**src/rtl/mem_arbiter.sv**
```systemverilog
// mem_arbiter: single-port memory sequencer shared by instruction fetch and
// the data memory stage. One requester owns the memory for MEM_LAT cycles;
// data wins ties unless fetch has already been passed over once.
module mem_arbiter #(
  parameter int MEM_LAT = 2,
  parameter int AW      = 16,
  parameter int DW      = 16
) (
  input  logic          clk,
  input  logic          rst,
  input  logic          if_req,
  input  logic [AW-1:0] if_addr,
  output logic          if_done,
  output logic [DW-1:0] if_rdata,
  output logic          if_stall,
  input  logic          dm_req,
  input  logic          dm_wr,
  input  logic [AW-1:0] dm_addr,
  input  logic [DW-1:0] dm_wdata,
  output logic          dm_done,
  output logic [DW-1:0] dm_rdata,
  output logic          dm_stall,
  output logic          mem_en,
  output logic          mem_wr,
  output logic [AW-1:0] mem_addr,
  output logic [DW-1:0] mem_wdata,
  input  logic [DW-1:0] mem_rdata,
  output logic          err
);

  localparam logic [1:0] IDLE   = 2'd0;
  localparam logic [1:0] BUSY_I = 2'd1;
  localparam logic [1:0] BUSY_D = 2'd2;

  // Countdown loaded at grant; the access finishes when it reaches zero.
  localparam logic [2:0] LAT_M1 = 3'(MEM_LAT - 1);

  logic [1:0]    state;
  logic [2:0]    cnt;
  logic          starve;
  logic          wrQ;
  logic [AW-1:0] addrQ;
  logic [DW-1:0] wdataQ;

  logic ifDoneInt;
  logic dmDoneInt;
  logic busyDone;
  logic ifPend;
  logic dmPend;
  logic grantPoint;
  logic grantD;
  logic grantI;

  // Arbitration: the completing requester's still-high request is masked so
  // the other side can take over in the very next cycle without a bubble.
  always_comb begin
    ifDoneInt  = (state == BUSY_I) && (cnt == 3'd0);
    dmDoneInt  = (state == BUSY_D) && (cnt == 3'd0);
    busyDone   = ifDoneInt | dmDoneInt;
    ifPend     = if_req & ~ifDoneInt;
    dmPend     = dm_req & ~dmDoneInt;
    grantPoint = (state == IDLE) | busyDone;
    grantD     = grantPoint & dmPend & (~ifPend | ~starve);
    grantI     = grantPoint & ifPend & ~grantD;
  end

  // Sequencer state, access latches, starvation flag and sticky alignment error.
  always_ff @(posedge clk) begin
    if (rst) begin
      state  <= IDLE;
      cnt    <= 3'd0;
      starve <= 1'b0;
      err    <= 1'b0;
      wrQ    <= 1'b0;
      addrQ  <= '0;
      wdataQ <= '0;
    end else if (grantD) begin
      state  <= BUSY_D;
      cnt    <= LAT_M1;
      wrQ    <= dm_wr;
      addrQ  <= dm_addr;
      wdataQ <= dm_wdata;
      if (ifPend)     starve <= 1'b1;
      if (dm_addr[0]) err    <= 1'b1;
    end else if (grantI) begin
      state  <= BUSY_I;
      cnt    <= LAT_M1;
      wrQ    <= 1'b0;
      addrQ  <= if_addr;
      wdataQ <= '0;
      starve <= 1'b0;
      if (if_addr[0]) err <= 1'b1;
    end else if (busyDone) begin
      state <= IDLE;
      cnt   <= 3'd0;
    end else if (state != IDLE) begin
      cnt <= cnt - 3'd1;
    end
  end

  // Memory strobes, done pulses with pass-through read data, and stalls.
  always_comb begin
    mem_en    = (state != IDLE);
    mem_wr    = (state == BUSY_D) & wrQ;
    mem_addr  = addrQ;
    mem_wdata = wdataQ;
    if_done   = ifDoneInt;
    dm_done   = dmDoneInt;
    if_rdata  = ifDoneInt ? mem_rdata : '0;
    dm_rdata  = (dmDoneInt & ~wrQ) ? mem_rdata : '0;
    if_stall  = if_req & ~ifDoneInt;
    dm_stall  = dm_req & ~dmDoneInt;
  end

endmodule

```
**config.mk**
```make
export PLATFORM = sky130hd
export DESIGN_NAME = mem_arbiter
export DESIGN_NICKNAME = d
export VERILOG_FILES = /design/src/rtl/mem_arbiter.sv
export SDC_FILE = /design/constraint.sdc
export NUM_CORES = 1
export LEC_CHECK = 0
export ABC_AREA = 1
export CORE_MARGIN = 2
export CORE_UTILIZATION = 36
export DETAILED_ROUTE_END_ITERATION = 10
export GPL_TIMING_DRIVEN = 0
export PLACE_DENSITY = 0.88
export SYNTH_ARGS = -nofsm -noshare
export SYNTH_HDL_FRONTEND = slang
export SYNTH_SLANG_ARGS = --single-unit
```
**constraint.sdc**
```tcl
create_clock -name clk -period 2.35 [get_ports clk]
set_input_delay 0.3525 -clock clk [delete_from_list [all_inputs] [get_ports clk]]
set_output_delay 0.3525 -clock clk [all_outputs]
set_load 0.05 [all_outputs]
```
==> results.py <==
metrics = {
    "setup_path": {
        "slowest_delay_ps": 860,
        "crit_type": "reg2out",
        "regToRegSetupSlack_ps": 450,
        "cp.arrival_ps": 1900,
        "ff2ff_path_depth": 12,
        "end_kind": "output pin",
        "cp_max_fo": 5,
        "critPathLaunchType": "register",
        "reg2reg_from": "cnt[0]",
        "required_ps": 2000,
        "path_cells": "inv_1 > nand2_1 > clkdlybuf4s50_1",
        "cp_num_buf_inv": 2,
        "critPathTopFamily": "buffers and inverters",
        "critPathSlowestCell": "clkdlybuf4s50_1",
        "reg2reg_to": "mem_addr[9]",
    },
    "yosys": {
        "netlist.area_leader.share_pct": 37.17,
        "ys_ff_latch": 40,
        "yosysWarnings": 0,
        "synth.most_common_cell": "nand2_1",
        "post-synth-top-area-cell": "dfxtp_1",
        "yosysUniqueCellTypes": 21,
        "synth_common_cells": "nand2_1 (106), inv_1 (76), dfxtp_1 (40)",
        "synth_enable_flop_cells": 0,
        "ys_top_cells_by_area": "dfxtp_1 (37%), nand2_1 (18%), inv_1 (13%)",
        "ys_seq_area_share_pct": 37.17,
        "synth_area_um2": 2155,
        "synth_ff_type": "dfxtp_1",
        "synth_cells": 353,
        "async_flop_share_pct": 0,
        "syn_nets": 424,
        "avgSynthCellArea_um2": 6.104,
    },
    "floorplanning": {
        "start_util_pct": 36.83,
        "dieArea_um2": 6619,
        "rows": 28,
        "num_io_pins": 140,
        "fp.dieH_um": 81.36,
        "fp.dieW_um": 81.36,
        "coreArea_um2": 5851,
    },
    "sta": {
        "report.final.slew_viol_count": 0,
        "slew_headroom_pct": 64.67,
        "final.setup.tns_ps": 0,
        "worst_slew_pin_slew_ps": 528.4,
        "rsz0062_at_grt": "no",
        "finalHoldViolCount": 0,
        "final.setup_skew_ps": 7.006,
        "holdWs_ps": 453.9,
        "max_freq_mhz": 443.5,
        "min_period_ps": 2255,
        "final-setup-viol-count": 0,
        "fin_crit_sh_pct": 95.96,
    },
    "hold_path": {
        "holdPathStages": 2,
        "hold_end": "err",
        "min_from": "err",
        "hold_path.class": "reg2reg",
    },
    "clock_network": {
        "cts-root-buf": "clkbuf_8",
        "cts_made_buffers": 5,
        "path_clk_slew_ps": 90,
        "h-tree-depth": 2,
        "ctsResizeCount": 123,
        "cts_tree": "built",
        "cts_buffer_depth": 2,
        "hold_buffers": 0,
        "cts_setup_buffers": 0,
        "clock-sinks": 40,
        "insertion_delay_ps": 300,
    },
    "power": {
        "total_power_uw": 2839,
        "powerDensity_nw_per_um2": 772.4,
        "power.leakage_uw": 0.001904,
        "peakVddDrop_mv": 0.3346,
    },
    "drt": {
        "drcViolationCount": 0,
        "antenna_left": 0,
        "via_count": 2510,
        "drt-wirelength-per-cell_um": 11.11,
        "drtIter0Drc": 114,
        "drt-vias-per-instance": 4.365,
        "routed_wl_um": 6391,
        "firstDrtPassIters": 4,
    },
    "cells_and_area": {
        "fillers": 529,
        "fin_nets": 570,
        "drive_above_1_share_pct": 15.20,
        "antenna-diode-count": 0,
        "final_cells": 575,
        "syn2layout_area_growth_pct": 70.62,
        "fin_util_pct": 62.83,
    },
    "global_route": {
        "grt_max_degree": 15,
        "grt_pass1_wl_um": 9618,
        "antenna_found_initial": 0,
        "grt_util_met2_pct": 33.77,
        "busiest_layer": "met2",
        "track_usage_pct": 18.70,
        "gr-usage-met1_pct": 19.95,
        "grt_pass1_vias": 2224,
        "grt_overflow": 0,
        "gr-usage-met3_pct": 6.444,
    },
    "outcome": {
        "status": "finished clean",
    },
    "placement": {
        "dp.cells": 567,
        "port_buffers": 139,
        "dpl.hpwl_um": 5030,
        "gp_congestion": 0.7791,
    },
    "job": {
        "max-cap-violations": 0,
    },
}
-- final cells by class --
type	count	area [µm²]	area share [%]
Multi-Input combinational cell	219	1015	27.60
Tap cell	75	93.84	2.553
Inverter	78	292.8	7.965
Sequential cell	40	800.8	21.78
Timing Repair Buffer	139	1269	34.51
Clock inverter	3	47.55	1.293
Clock buffer	5	68.82	1.872
Buffer	16	88.84	2.417
-- worst max-delay path by stage --
stage	from	end	slack [ps]	cells after the start
after detailed placement	cnt[0]	dm_rdata[5]	-310	8
after global placement	cnt[0]	dm_rdata[10]	-290	8
after floorplan	cnt[0]	dm_rdata[10]	70	7
final	state[1]	mem_en	100	3
after CTS	cnt[0]	dm_rdata[15]	0.4	7
after global routing	cnt[0]	if_rdata[2]	8	7
-- flip-flops by register name, indices dropped and copies added (netlist names) --
signal     flops
starve         1
cnt            3
state          2
wrQ            1
mem_addr      16
err            1
mem_wdata     16
-- metrics by stage --
step	setup slack [ps]	area (µm²)
floorplan	66.46	2185
global placement	-285.9	3670
detailed placement	-314.5	3670
CTS	0.4452	3679
global route	8.109	3676
finish	95.01	3676
-- cell usage in the layout (no fill, tap or decap), drive strengths merged --
cell,instances
clkdlybuf4s15,6
a31oi,2
o211ai,1
clkinv,2
o21ai,1
a211oi,1
nand2,109
dlymetal6s2s,1
clkbuf,21
dfxtp,40
ha,2
a21oi,23
xor2,1
bufinv,1
dlygate4sd2,1
inv,78
nor3,1
nor2,43
clkdlybuf4s50,103
buf,28
nand3,35
-- worst reg2reg max path: stages (launching register included) --
cell and delay [ps]:
dfxtp_1 330, inv_1 100, ha_1 170, inv_1 50, nor2_2 180, nand2_4 140, nand3_2 140, nand3_4 110
nand2_2 140, buf_2 220, nand3_1 110, nand2_1 70, inv_1 30
-- where the power goes --
group / total [µW] / leakage [µW] / switching, µW / internal (µW)
Sequential: 834 / 0.000330 / 55.1 / 779
Combinational: 1420 / 0.00152 / 937 / 487
Clock: 581 / 0.0000583 / 261 / 320
Total: 2840 / 0.00190 / 1250 / 1590
-- routing by layer --
metal  wire (µm)  up-vias
met3         668        9
met1        2591     1071
li1            -     1331
met5           0        -
met4          83        0
met2        3048       99
-- kinds of logic (layout without fill, tap and decap cells) --
logic type      count (synthesis)  after routing  share of synthesized area, %
xor+xnor                        1              1                        0.4066
flops                          40             40                         37.17
compound gates                 28             28                         7.084
simple gates                  188            188                         36.70
buf+inv                        94            241                         17.48
fa+ha+maj                       2              2                         1.161
No activity file was read; power rests on OpenSTA's default activity.
